## config.mk

```make
export PLATFORM = sky130hd
export DESIGN_NAME = funcs_pipe
export DESIGN_NICKNAME = d
export VERILOG_FILES = /design/src/rtl/funcs_pipe.sv
export SDC_FILE = /design/constraint.sdc
export NUM_CORES = 1
export LEC_CHECK = 0
export CAP_MARGIN = 10
export CORE_ASPECT_RATIO = 0.8
export CORE_UTILIZATION = 40
export DETAILED_ROUTE_END_ITERATION = 7
export PLACE_DENSITY = 0.66
export SKIP_CTS_REPAIR_TIMING = 1
export SLEW_MARGIN = 15
export SYNTH_ARGS = -nofsm -noshare
export SYNTH_HDL_FRONTEND = slang
export SYNTH_SLANG_ARGS = --single-unit
```

## constraint.sdc

```tcl
create_clock -name clk -period 2.9 [get_ports clk]
set_clock_uncertainty 0.15 [all_clocks]
set_input_delay 0.58 -clock clk [delete_from_list [all_inputs] [get_ports clk]]
set_output_delay 0.58 -clock clk [all_outputs]
set_load 0.02 [all_outputs]
```

## src/rtl/funcs_pipe.sv

```systemverilog
// rtl/funcs_pipe.sv - pipelined add/sub lanes, accumulator, logic outputs and edge counter (option: FUNCS_PIPE_SAT_EN)
module funcs_pipe #(
    parameter int W     = 8,
    parameter int N     = 2,
    parameter int PIPE  = 2,
    parameter int ADD_K = 12,
    parameter int SUB_K = 34,
    parameter int CNT_W = 16
) (
    input  logic             clk,
    input  logic             rst,
    input  logic             in_valid,
    input  logic [N*W-1:0]   a,
    input  logic [N*W-1:0]   b,
    output logic [N*W-1:0]   c,
    output logic [N*W-1:0]   d,
    output logic             out_valid,
    input  logic             acc_en,
    input  logic             acc_clr,
    input  logic [W-1:0]     acc_in,
    output logic [2*W-1:0]   acc,
    output logic             acc_ovf,
    input  logic             h,
    input  logic             i,
    output logic             j,
    output logic             k,
    output logic [CNT_W-1:0] cnt
);

    localparam logic [W-1:0] ADD_C = W'(ADD_K);
    localparam logic [W-1:0] SUB_C = W'(SUB_K);

    logic [N*W-1:0] c_d;
    logic [N*W-1:0] d_d;

    // Per-lane arithmetic; lanes never carry into each other
    for (genvar n = 0; n < N; n++) begin : g_lane
`ifdef FUNCS_PIPE_SAT_EN
        logic [W:0] add_w;
        logic [W:0] sub_w;
        assign add_w = {1'b0, a[n*W +: W]} + {1'b0, ADD_C};
        assign sub_w = {1'b0, b[n*W +: W]} - {1'b0, SUB_C};
        // add carry clamps high, subtract borrow clamps low
        assign c_d[n*W +: W] = add_w[W] ? {W{1'b1}} : add_w[W-1:0];
        assign d_d[n*W +: W] = sub_w[W] ? {W{1'b0}} : sub_w[W-1:0];
`else
        assign c_d[n*W +: W] = a[n*W +: W] + ADD_C;
        assign d_d[n*W +: W] = b[n*W +: W] - SUB_C;
`endif
    end

    logic [N*W-1:0] c_q [PIPE];
    logic [N*W-1:0] d_q [PIPE];
    logic [PIPE-1:0] v_q;

    // Lane pipeline: always shifts; data registers only load behind a valid so outputs hold the last result
    always_ff @(posedge clk) begin
        if (rst) begin
            v_q <= '0;
            for (int s = 0; s < PIPE; s++) begin
                c_q[s] <= '0;
                d_q[s] <= '0;
            end
        end else begin
            v_q[0] <= in_valid;
            if (in_valid) begin
                c_q[0] <= c_d;
                d_q[0] <= d_d;
            end
            for (int s = 1; s < PIPE; s++) begin
                v_q[s] <= v_q[s-1];
                if (v_q[s-1]) begin
                    c_q[s] <= c_q[s-1];
                    d_q[s] <= d_q[s-1];
                end
            end
        end
    end

    assign c         = c_q[PIPE-1];
    assign d         = d_q[PIPE-1];
    assign out_valid = v_q[PIPE-1];

    logic [2*W-1:0] acc_q;
    logic [2*W-1:0] acc_d;
    logic           ovf_q;
    logic [2*W:0]   acc_sum;

    assign acc_sum = {1'b0, acc_q} + {{(W+1){1'b0}}, acc_in};

    // Next accumulator value; a carry out of the top bit either wraps or clamps
    always_comb begin
        acc_d = acc_sum[2*W-1:0];
`ifdef FUNCS_PIPE_SAT_EN
        if (acc_sum[2*W]) begin
            acc_d = {(2*W){1'b1}};
        end
`endif
    end

    // Accumulator with sticky overflow; clear beats enable
    always_ff @(posedge clk) begin
        if (rst || acc_clr) begin
            acc_q <= '0;
            ovf_q <= 1'b0;
        end else if (acc_en) begin
            acc_q <= acc_d;
            if (acc_sum[2*W]) begin
                ovf_q <= 1'b1;
            end
        end
    end

    assign acc     = acc_q;
    assign acc_ovf = ovf_q;

    logic             j_q;
    logic             k_q;
    logic             h_q;
    logic [CNT_W-1:0] cnt_q;

    // Registered logic outputs and rising-edge counter on h (h_q resets low, so h high after reset counts)
    always_ff @(posedge clk) begin
        if (rst) begin
            j_q   <= 1'b0;
            k_q   <= 1'b0;
            h_q   <= 1'b0;
            cnt_q <= '0;
        end else begin
            j_q <= h ^ i;
            k_q <= h & i;
            h_q <= h;
            if (h && !h_q) begin
                cnt_q <= cnt_q + 1'b1;
            end
        end
    end

    assign j   = j_q;
    assign k   = k_q;
    assign cnt = cnt_q;

endmodule

```

After elaboration in Yosys (flattened, before gate mapping):

Memory sizes are Yosys's and may differ from the RTL's.
Index checks and enable logic that the tools add are counted.

* RAM bits: 64
* output and inout port bits: 68
* register bits: 38
* memories kept: 2
* logic and storage cells: 37
* input port bits: 47

* reduce and logical (&&, ||, !) cells: 4
* muxes and demuxes: 12
* add/sub/neg operators: 6
* bitwise gates (word level): 6

Memories
* c_q: words 2, bits a word 16, read ports 2, clocked after Yosys merged registers in 0, write ports 2, RTL line 52 `logic [N*W-1:0] c_q [PIPE];`
* d_q: words 2, bits a word 16, read ports 2, clocked after Yosys merged registers in 0, write ports 2, RTL line 53 `logic [N*W-1:0] d_q [PIPE];`

Operators with widths (count)
* $mux 16: 4
* $add 16x8->17: 1
* $add 16x1->16 const B: 1
* $add 8x4->8 const B: 2
* $sub 8x6->8 const B: 2
* $mux 1: 8
* $or 1x1->1: 4
* $reduce_and 2->1: 1
* $and 1x1->1: 1
* $logic_and 1x1->1: 1
* $logic_not 1->1: 1
* $logic_or 1x1->1: 1
* $xor 1x1->1: 1

Logic depth before layout (Yosys ltp):

Gate-level depths: netlist (run 1).

* word-level depth: 4
* depth in mapped cells: 7
* mapped depth without buffers: 7

Worst setup path after synthesis (run 1):

No wires, ideal clock.

* path kind: in2reg
* start: input acc_in[0]
* end: register acc_q[6] (netlist: acc[6])
* data required time: 2.630 ns
* stages: 6
* setup slack: 0.570 ns
* path buffers: 0
* data arrival time: 2.060 ns
* setup time: 0.120 ns
* cells stage by stage: ha_1 > fa_1 > a211oi_1 > nor2_1 > o21a_1 > a211o_1

* cells in the longest elaborated chain, start to end: 1

RTL lines
* start, declared: RTL line 20 `input logic [W-1:0] acc_in,`
* $add 16x8->17: RTL line 89 `assign acc_sum = {1'b0, acc_q} + {{(W+1){1'b0}}, acc_in};`
* end signal, assigned: RTL line 104 `acc_q <= '0;`
* end signal, assigned: RTL line 107 `acc_q <= acc_d;`
* end, declared: RTL line 84 `logic [2*W-1:0] acc_q;`

Every way passes these cells.
A chain may end at the register's enable or synchronous reset.

Worst setup path in the final report (run 1):

Same ends and word-level chain as after synthesis.

==> results of run 1 <==
metal layers:
layer / GRT usage / part of all wire / routed length [um] / up-vias
li1: - / - / - / 1604
met1: 0.188 / 0.48 / 4260 / 1432
met2: 0.225 / 0.46 / 4030 / 76
met3: 0.0421 / 0.041 / 362 / 17
met4: 0.0621 / 0.021 / 189 / 0
met5: 0 / 0 / 0 / -
critical path, cell delays in order:
cell and delay [ps]:
clkdlybuf4s50_1 410, ha_1 240, fa_1 400, a211oi_1 380
nor2_1 120, o21a_1 200, nor3_1 200, a211o_1 130
state kept, by name (all words and copies together) (netlist names):
register / flops
cnt: 16
j: 1
acc: 16
d_q: 32
v_q: 2
h_q: 1
c_q: 32
k: 1
acc_ovf: 1
power by group:
part | leakage (nW) | internal (mW) | switching, mW | total, mW
clock | 0.143 | 0.676 | 0.531 | 1.21
sequential | 0.997 | 1.64 | 0.0257 | 1.67
combinational | 1.24 | 0.218 | 0.225 | 0.443
total | 2.38 | 2.53 | 0.781 | 3.31
worst min-delay path by stage:
stage | end | cells past startpoint
2_1_floorplan | v_q[1] | 1
3_3_place_gp | acc_ovf | 2
3_5_place_dp | acc_ovf | 2
4_1_cts | acc_ovf | 2
5_1_grt | acc_ovf | 2
6_report | acc_ovf | 2
area by class of cell:
type                    instances  area, um^2
flip-flops and latches        102        2680
repair buffers                119        1200
clock buffers                  10         229
well taps                     148         185
inverters                       9        33.8
clock inverters                 6        68.8
fillers                      1011        5400
multi-input cells             268        1810
cell usage after synthesis, drive strengths merged (3+ instances only):
cell type  instances  area share
nand2             20       0.016
nand4              8       0.010
ha                14       0.036
o31ai              6      0.0094
edfxtp            64        0.40
o21ai              9       0.010
inv                9      0.0070
xor2              25       0.046
a211oi             3      0.0047
mux2i              9       0.019
dfxtp             38        0.16
nor2b             47       0.061
nor3               3      0.0031
or2                3      0.0039
nand3              7      0.0094
nor2              58       0.046
clkbuf             7      0.0055
a21oi              9       0.011
or3                9       0.013
and3               5      0.0065
xnor2             10       0.018
buf               36       0.054
metrics by stage:
step | instances | total power, mW | utilization | cell area (um^2) | hold WS (ps)
5_1_grt | 662 | 3.46 | 0.535 | 6210 | 356
4_1_cts | 662 | 3.36 | 0.535 | 6210 | 333
3_3_place_gp | 646 | 2.14 | 0.509 | 5910 | 315
6_report | 662 | 3.31 | 0.535 | 6210 | 332
2_1_floorplan | 422 | 1.97 | - | 4800 | 320
3_5_place_dp | 646 | 2.15 | 0.509 | 5910 | 315
cells by family (layout without fill, tap and decap cells):
group / count (synthesis) / in the layout / synth area share
buffers and inverters: 52 / 144 / 0.0664
multiplexers: 9 / 9 / 0.0188
XOR/XNOR: 35 / 35 / 0.0638
adder cells (fa/ha/maj): 15 / 15 / 0.0406
AND/OR/NAND/NOR: 170 / 170 / 0.190
flip-flops: 102 / 102 / 0.559
AO/OA/AOI/OAI: 39 / 39 / 0.0617
==> results.tsv, run 1 <==
stage	metric	value	unit
sta	Final Hold Fails	0	
min_path	worst hold path class	register to register	
placed_design	IO buf count	114	
grt	largest net degree at the start of global routing	33	
critical_path	Setup crit end kind	register	
sta	Max-slew headroom	0.487	
layout	# diodes	0	
critical_path	Setup crit end	acc[6]	
die	die span in y	100	um
die	width of the die	125	um
critical_path	Worst Path Max Fanout	2	
grt	initial antenna violation count	0	
die	# rows	35	
routing	vias after detailed routing	3129	
synthesis	Seq/Total Area, Yosys	0.559	
sta	unrepaired setup endpoints after global routing	false	
sta	FMAX	398	MHz
routing	DRT Wirelength	8850	um
critical_path	worst r2r path cells	7	
clock_tree	H-tree levels	3	
routing	Remaining DRCs	0	
die	I/O pin cnt	115	
sta	setup ws final	387	ps
critical_path	R2R Path Start	acc[0]	
power	Static Leakage	2.38	nW
synthesis	Yosys warning count	0	
sta	Finish-stage setup viols	0	
routing	DR WL/cell	13.4	um
critical_path	critical path type	input pin to register	
critical_path	CP Data Required Time	3030	ps
synthesis	Async S/R FF share, synth	0	
power	Pwr Density	534	nW/um^2
placed_design	Post-Place Worst Slack	69.2	ps
clock_tree	number of clock sinks	102	
synthesis	Mapped Area	4800	um^2
critical_path	Arr. time, crit path	2650	ps
synthesis	Syn Area/Cell	11.4	um^2
synthesis	Syn Nets	484	
clock_tree	Max clock buf depth	2	
sta	final worst path period need	2510	ps
flow_run	max cap viols	0	
clock_tree	Skew-Pair Late Insertion Delay	340	ps
power	VDD IR-drop max	0.284	mV
synthesis	Netlist cell types	49	
placed_design	GPL Wtd Cong	0.808	
die	Die Area	12500	um^2
clock_tree	clk slew on worst S/H paths	70	ps
grt	first-pass GRT wire length	14200	um
sta	Slew Limit Fails	0	
sta	Worst Tran Pin Value	769	ps
placed_design	detailed placement HPWL	6420	um
critical_path	r2r endpoint	acc[6]	
sta	period utilisation layout	0.867	
synthesis	ys flop type	edfxtp_1	
critical_path	Worst Setup SP	acc_in[0]	
layout	Area growth syn-to-layout	29.3	%
min_path	min-delay src	acc_ovf	
grt	number of global-route vias before repair	2944	
synthesis	Post-synth EDFFs	64	
routing	vias per inst	4.73	
synthesis	flip-flop and latch count after synthesis	102	
critical_path	startpoint types	input pin	
clock_tree	TritonCTS clock tree	built	
die	Initial Utilization	0.414	
layout	most frequent cells in the layout	clkdlybuf4s50_1, edfxtp_1, nor2_1	
routing	First DRT Iteration DRCs	134	
routing	first-pass iteration count of the detailed router	4	
clock_tree	Inserted Clock Buffers	9	
die	CORE AREA	11600	um^2
run_status	status	complete, no violations	
clock_tree	root buffer cell	clkbuf_16	
layout	commonest non-fill, non-tap cell in the layout	clkdlybuf4s50_1	
routing	ANT nets after route	0	
layout	Total Nets Final	571	
synthesis	synthesized instance count	422	
critical_path	setup slack, reg-to-reg	730	ps
sta	TNS Setup	0	ps
grt	GR Util All Layers	0.144	
layout	layout cells sized above 1	0.0720	
grt	grt ovf	0	
Note: power is estimated with default switching activity, not from simulation.
==> inputs of run 2 (changes only) <==
--- a/config.mk
+++ b/config.mk
@@ -7,3 +7,3 @@
 export LEC_CHECK = 0
-export CAP_MARGIN = 10
+export CAP_MARGIN = 40
 export CORE_ASPECT_RATIO = 0.8
--- a/constraint.sdc
+++ b/constraint.sdc
@@ -4,2 +4,2 @@
 set_output_delay 0.58 -clock clk [all_outputs]
-set_load 0.02 [all_outputs]
+set_load 0.1 [all_outputs]
==> run 2 against run 1 <==
Compared with the run above:
- non-clock buffer count shrank 1
- register-to-register slack is essentially flat
- global-route usage grew 0.23 points
- flip-flop and latch count is the same
==> results.tsv, run 2 (same netlist as run 1, synthesis figures left out) <==
stage	metric	value	unit
sta	Slew Limit Fails	0	
layout	Area growth syn-to-layout	25.0	%
critical_path	r2r endpoint	acc[6]	
critical_path	Worst Path Max Fanout	2	
die	die span in y	100	um
critical_path	crit-path cells	clkdlybuf4s50_1 -> ha_1 -> fa_1 -> a211oi_1 -> nor2_1 -> o21a_1 -> a211o_1	
layout	area of the multi-input gates	1810	um^2
critical_path	Arr. time, crit path	2590	ps
layout	filler cell count	1039	
critical_path	Setup crit end kind	register	
die	width of the die	125	um
sta	period utilisation layout	0.866	
clock_tree	root buffer cell	clkbuf_16	
routing	DR WL/cell	13.3	um
routing	DRT Wirelength	8800	um
sta	TNS Setup	0	ps
placed_design	Post-Place Cells	645	
placed_design	IO buf count	114	
die	CORE AREA	11600	um^2
clock_tree	TritonCTS clock tree	built	
grt	first-pass GRT wire length	14600	um
critical_path	Worst Path Buf+Inv	1	
power	VDD IR-drop max	0.269	mV
critical_path	critical path type	input pin to register	
layout	Total Nets Final	570	
clock_tree	number of clock sinks	102	
sta	Worst Tran Pin Value	760	ps
routing	First DRT Iteration DRCs	140	
grt	GR Util All Layers	0.147	
clock_tree	clk slew on worst S/H paths	70	ps
layout	Largest regs	c_q: 32 flops, d_q: 32 flops	
min_path	worst hold path class	register to register	
clock_tree	H-tree levels	3	
power	Pwr Density	584	nW/um^2
clock_tree	Skew-Pair Late Insertion Delay	340	ps
layout	most frequent cells in the layout	buf_4, edfxtp_1, nor2_1	
routing	first-pass iteration count of the detailed router	4	
routing	ANT nets after route	0	
die	Initial Utilization	0.414	
die	Die Area	12500	um^2
critical_path	setup slack, reg-to-reg	730	ps
layout	Post-Layout Cell Count	661	
critical_path	WP depth	7	
layout	# diodes	0	
placed_design	detailed placement HPWL	6340	um
layout	layout cells sized above 1	0.205	
placed_design	GPL Wtd Cong	0.796	
routing	vias per inst	4.81	
grt	number of global-route vias before repair	3102	
layout	register area	2680	um^2
critical_path	Worst Setup SP	acc_in[0]	
sta	Finish-stage setup viols	0	
sta	FMAX	398	MHz
flow_run	max cap viols	0	
critical_path	CP peak stage delay	410	ps
sta	Max-slew headroom	0.493	
routing	Remaining DRCs	0	
power	Static Leakage	2.48	nW
grt	largest net degree at the start of global routing	65	
sta	unrepaired setup endpoints after global routing	false	
clock_tree	Max clock buf depth	2	
layout	commonest non-fill, non-tap cell in the layout	buf_4	
clock_tree	Inserted Clock Buffers	9	
grt	initial antenna violation count	0	
critical_path	worst r2r path cells	6	
sta	Final Hold Fails	0	
sta	final worst path period need	2510	ps
critical_path	Slowest cell on crit path	clkdlybuf4s50_1	
run_status	status	complete, no violations	
critical_path	R2R Path Start	acc[0]	
grt	grt ovf	0	
critical_path	Setup crit end	acc[6]	
routing	vias after detailed routing	3182	
critical_path	startpoint types	input pin	
critical_path	critical path's top delay family	compound AO/OA/AOI/OAI gates	
critical_path	CP Data Required Time	2970	ps
die	I/O pin cnt	115	
die	# rows	35	
-- run 2: changes by cell type in the layout (fill, tap and decap cells not counted), sizes merged --
cell / change
inv: +1
clkinv: +1
clkdlybuf4s50: -68
clkbuf: -1
bufinv: -1
buf: +67
-- run 2: area by class of cell --
| class | count | area share |
|---|---|---|
| flip-flops and latches | 102 | 0.447 |
| multi-input cells | 268 | 0.301 |
| repair buffers | 118 | 0.169 |
| clock buffers | 9 | 0.0375 |
| well taps | 148 | 0.0309 |
| clock inverters | 7 | 0.00938 |
| inverters | 9 | 0.00563 |
-- run 2: power by group --
part	internal (mW)	leakage, nW	switching (mW)
logic	0.197	1.34	0.505
registers	1.64	0.997	0.0269
clock network	0.594	0.138	0.544
-- run 2: worst register-to-register path: cells and delay by family, from the launching register on --
family,cells,cell delay [ps]
flip-flops,1,330
AND/OR/NAND/NOR,1,120
adder cells (fa/ha/maj),2,620
AO/OA/AOI/OAI,3,850
-- run 2: how the worst min path moves through the flow --
stage               startpoint       to  slack [ps]  cells past startpoint
floorplan               v_q[0]   v_q[1]         320                      1
global placement       acc_ovf  acc_ovf         320                      2
detailed placement     acc_ovf  acc_ovf         320                      2
CTS                    acc_ovf  acc_ovf         340                      2
global route           acc_ovf  acc_ovf         370                      2
finish                 acc_ovf  acc_ovf         330                      2
-- run 2: stage by stage --
step,utilization,hold slack [ps],power [mW],setup slack [ps],instance area (um^2)
3_3_place_gp,0.493,318,2.40,110,5720
6_report,0.517,331,3.51,387,6000
4_1_cts,0.517,339,3.55,404,6000
5_1_grt,0.517,365,3.64,239,6000
2_1_floorplan,-,320,2.25,332,4800
3_5_place_dp,0.493,322,2.41,52.0,5720
-- run 2: per-layer routing --
layer  up-vias  routed length, um  global-route usage
met5         -                  0                   0
met4         0                155              0.0621
met3        13                393              0.0400
met2        65               4130               0.246
met1      1496               4110               0.180
li1       1608                  -                   -
==> inputs of run 3 (changes only) <==
Settings changed: REMOVE_ABC_BUFFERS from default to 1.
==> run 3 against run 2 <==
Compared with the run above:
- combinational power increased by 0.6%
- maximum frequency decreased by 0.75%
- register-to-register slack got worse by 40 ps
- non-clock buffer count increased by 3
- critical endpoint is now acc[12]
==> results.tsv, run 3 (same netlist as run 1, synthesis figures left out) <==
stage	metric	value	unit
run_status	status	complete, no violations	
die	die span in y	100	um
layout	most frequent cells in the layout	buf_4, edfxtp_1, nor2_1	
die	# rows	35	
die	Die Area	12500	um^2
routing	Post-Route M1 WL	4300	um
die	CORE AREA	11600	um^2
clock_tree	Skew-Pair Late Insertion Delay	350	ps
sta	Worst Tran Pin Value	779	ps
placed_design	IO buf count	114	
routing	Highest Signal Layer	met4	
power	Clk network pwr share	0.351	
placed_design	detailed placement HPWL	6570	um
grt	largest net degree at the start of global routing	52	
clock_tree	H-tree levels	3	
power	Int Pwr	2.54	mW
layout	Total Nets Final	573	
routing	Remaining DRCs	0	
clock_tree	Max clock buf depth	2	
power	Seq pwr share	0.456	
clock_tree	number of clock sinks	102	
critical_path	r2r endpoint	acc[12]	
critical_path	startpoint types	input pin	
clock_tree	root buffer cell	clkbuf_16	
routing	DRT Wirelength	9010	um
layout	commonest non-fill, non-tap cell in the layout	buf_4	
power	sw frac	0.306	
die	I/O pin cnt	115	
flow_run	max cap viols	0	
layout	Largest regs	c_q: 32 flops, d_q: 32 flops	
layout	Post-Layout Cell Count	664	
placed_design	Post-Place Cells	648	
sta	Final Hold Fails	0	
power	Static Leakage	2.51	nW
clock_tree	Inserted Clock Buffers	9	
min_path	worst hold path class	register to register	
power	Switch Pwr	1.12	mW
critical_path	Worst Path Max Fanout	5	
routing	ANT nets after route	0	
grt	initial antenna violation count	0	
grt	GR Util All Layers	0.145	
critical_path	critical path type	input pin to register	
die	width of the die	125	um
layout	# diodes	0	
sta	unrepaired setup endpoints after global routing	false	
grt	number of global-route vias before repair	2928	
power	VDD IR-drop max	0.309	mV
routing	DR WL/cell	13.6	um
sta	period utilisation layout	0.873	
critical_path	CP Data Required Time	2970	ps
clock_tree	clk slew on worst S/H paths	70	ps
routing	vias per inst	4.71	
min_path	min-delay src	acc[15]	
layout	layout cells sized above 1	0.209	
placed_design	GPL Wtd Cong	0.808	
clock_tree	TritonCTS clock tree	built	
sta	Max-slew headroom	0.481	
layout	Area growth syn-to-layout	26.4	%
routing	vias after detailed routing	3129	
min_path	Hold Path Stages	2	
min_path	Worst Hold Path EP	acc[15]	
critical_path	R2R Path Start	acc[0]	
sta	FMAX	395	MHz
grt	grt ovf	0	
critical_path	Setup crit end kind	register	
critical_path	worst r2r path cells	7	
sta	Finish-stage setup viols	0	
die	Initial Utilization	0.414	
routing	DR WL met3	314	um
power	power share of the combinational group	0.193	
power	Pwr Density	602	nW/um^2
routing	WL met2	4320	um
sta	final worst path period need	2530	ps
routing	first-pass iteration count of the detailed router	4	
critical_path	setup slack, reg-to-reg	690	ps
grt	first-pass GRT wire length	14300	um
routing	First DRT Iteration DRCs	122	
critical_path	Arr. time, crit path	2610	ps
sta	Slew Limit Fails	0	
sta	TNS Setup	0	ps
==> run 3: cell count changes in the layout (fill, tap and decap cells not counted), sizes merged <==
cell      previous run  this run
bufinv               0         1
clkinvlp             1         0
buf                 72        75
==> run 3: per-layer routing <==
metal  GRT usage  up-vias
li1            -     1609
met2       0.239       62
met4      0.0473        0
met5           0        -
met3      0.0373        5
met1       0.187     1453
==> run 3: area by class of cell <==
type	count	area, um^2
clock buffer	9	225
clock inverter	7	100
fill	1038	5540
inverter	9	33.8
multi-input combinational	268	1810
sequential	102	2680
tap	148	185
timing repair buffer	121	1040
==> run 3: worst max-delay path by stage <==
stage | startpoint | end | slack, ps | cells past startpoint
6_report | acc_in[0] | acc[12] | 370 | 8
5_1_grt | acc_in[0] | acc[12] | 220 | 8
4_1_cts | acc_in[0] | acc[12] | 370 | 8
3_5_place_dp | acc_in[0] | acc[14] | 9 | 8
3_3_place_gp | acc_in[0] | acc[6] | 50 | 7
2_1_floorplan | acc[0] | acc[6] | 330 | 6
==> run 3: metrics by stage <==
step / hold slack [ps] / util / setup slack, ps / power, mW / cell area (um^2)
floorplan: 316 / - / 332 / 2.20 / 4520
global placement: 324 / 0.495 / 47.0 / 2.40 / 5740
detailed placement: 339 / 0.495 / 9.06 / 2.41 / 5740
CTS: 351 / 0.523 / 375 / 3.70 / 6070
global route: 386 / 0.523 / 225 / 3.80 / 6070
finish: 345 / 0.523 / 368 / 3.66 / 6070
==> run 3: critical path, cell delays in order <==
cell             delay (ps)
clkdlybuf4s50_1         400
ha_1                    240
fa_1                    440
a211oi_1                370
o211ai_2                210
nand4_1                 150
xor2_1                  160
nor2_1                   50
==> run 3: power by group through the flow <==
stage | combinational, mW | clock [mW] | sequential (mW)
global placement | 0.704 | 0 | 1.70
finish | 0.706 | 1.28 | 1.67
floorplan | 0.163 | 0 | 2.03
detailed placement | 0.709 | 0 | 1.70
CTS | 0.710 | 1.33 | 1.67
global route | 0.743 | 1.38 | 1.67
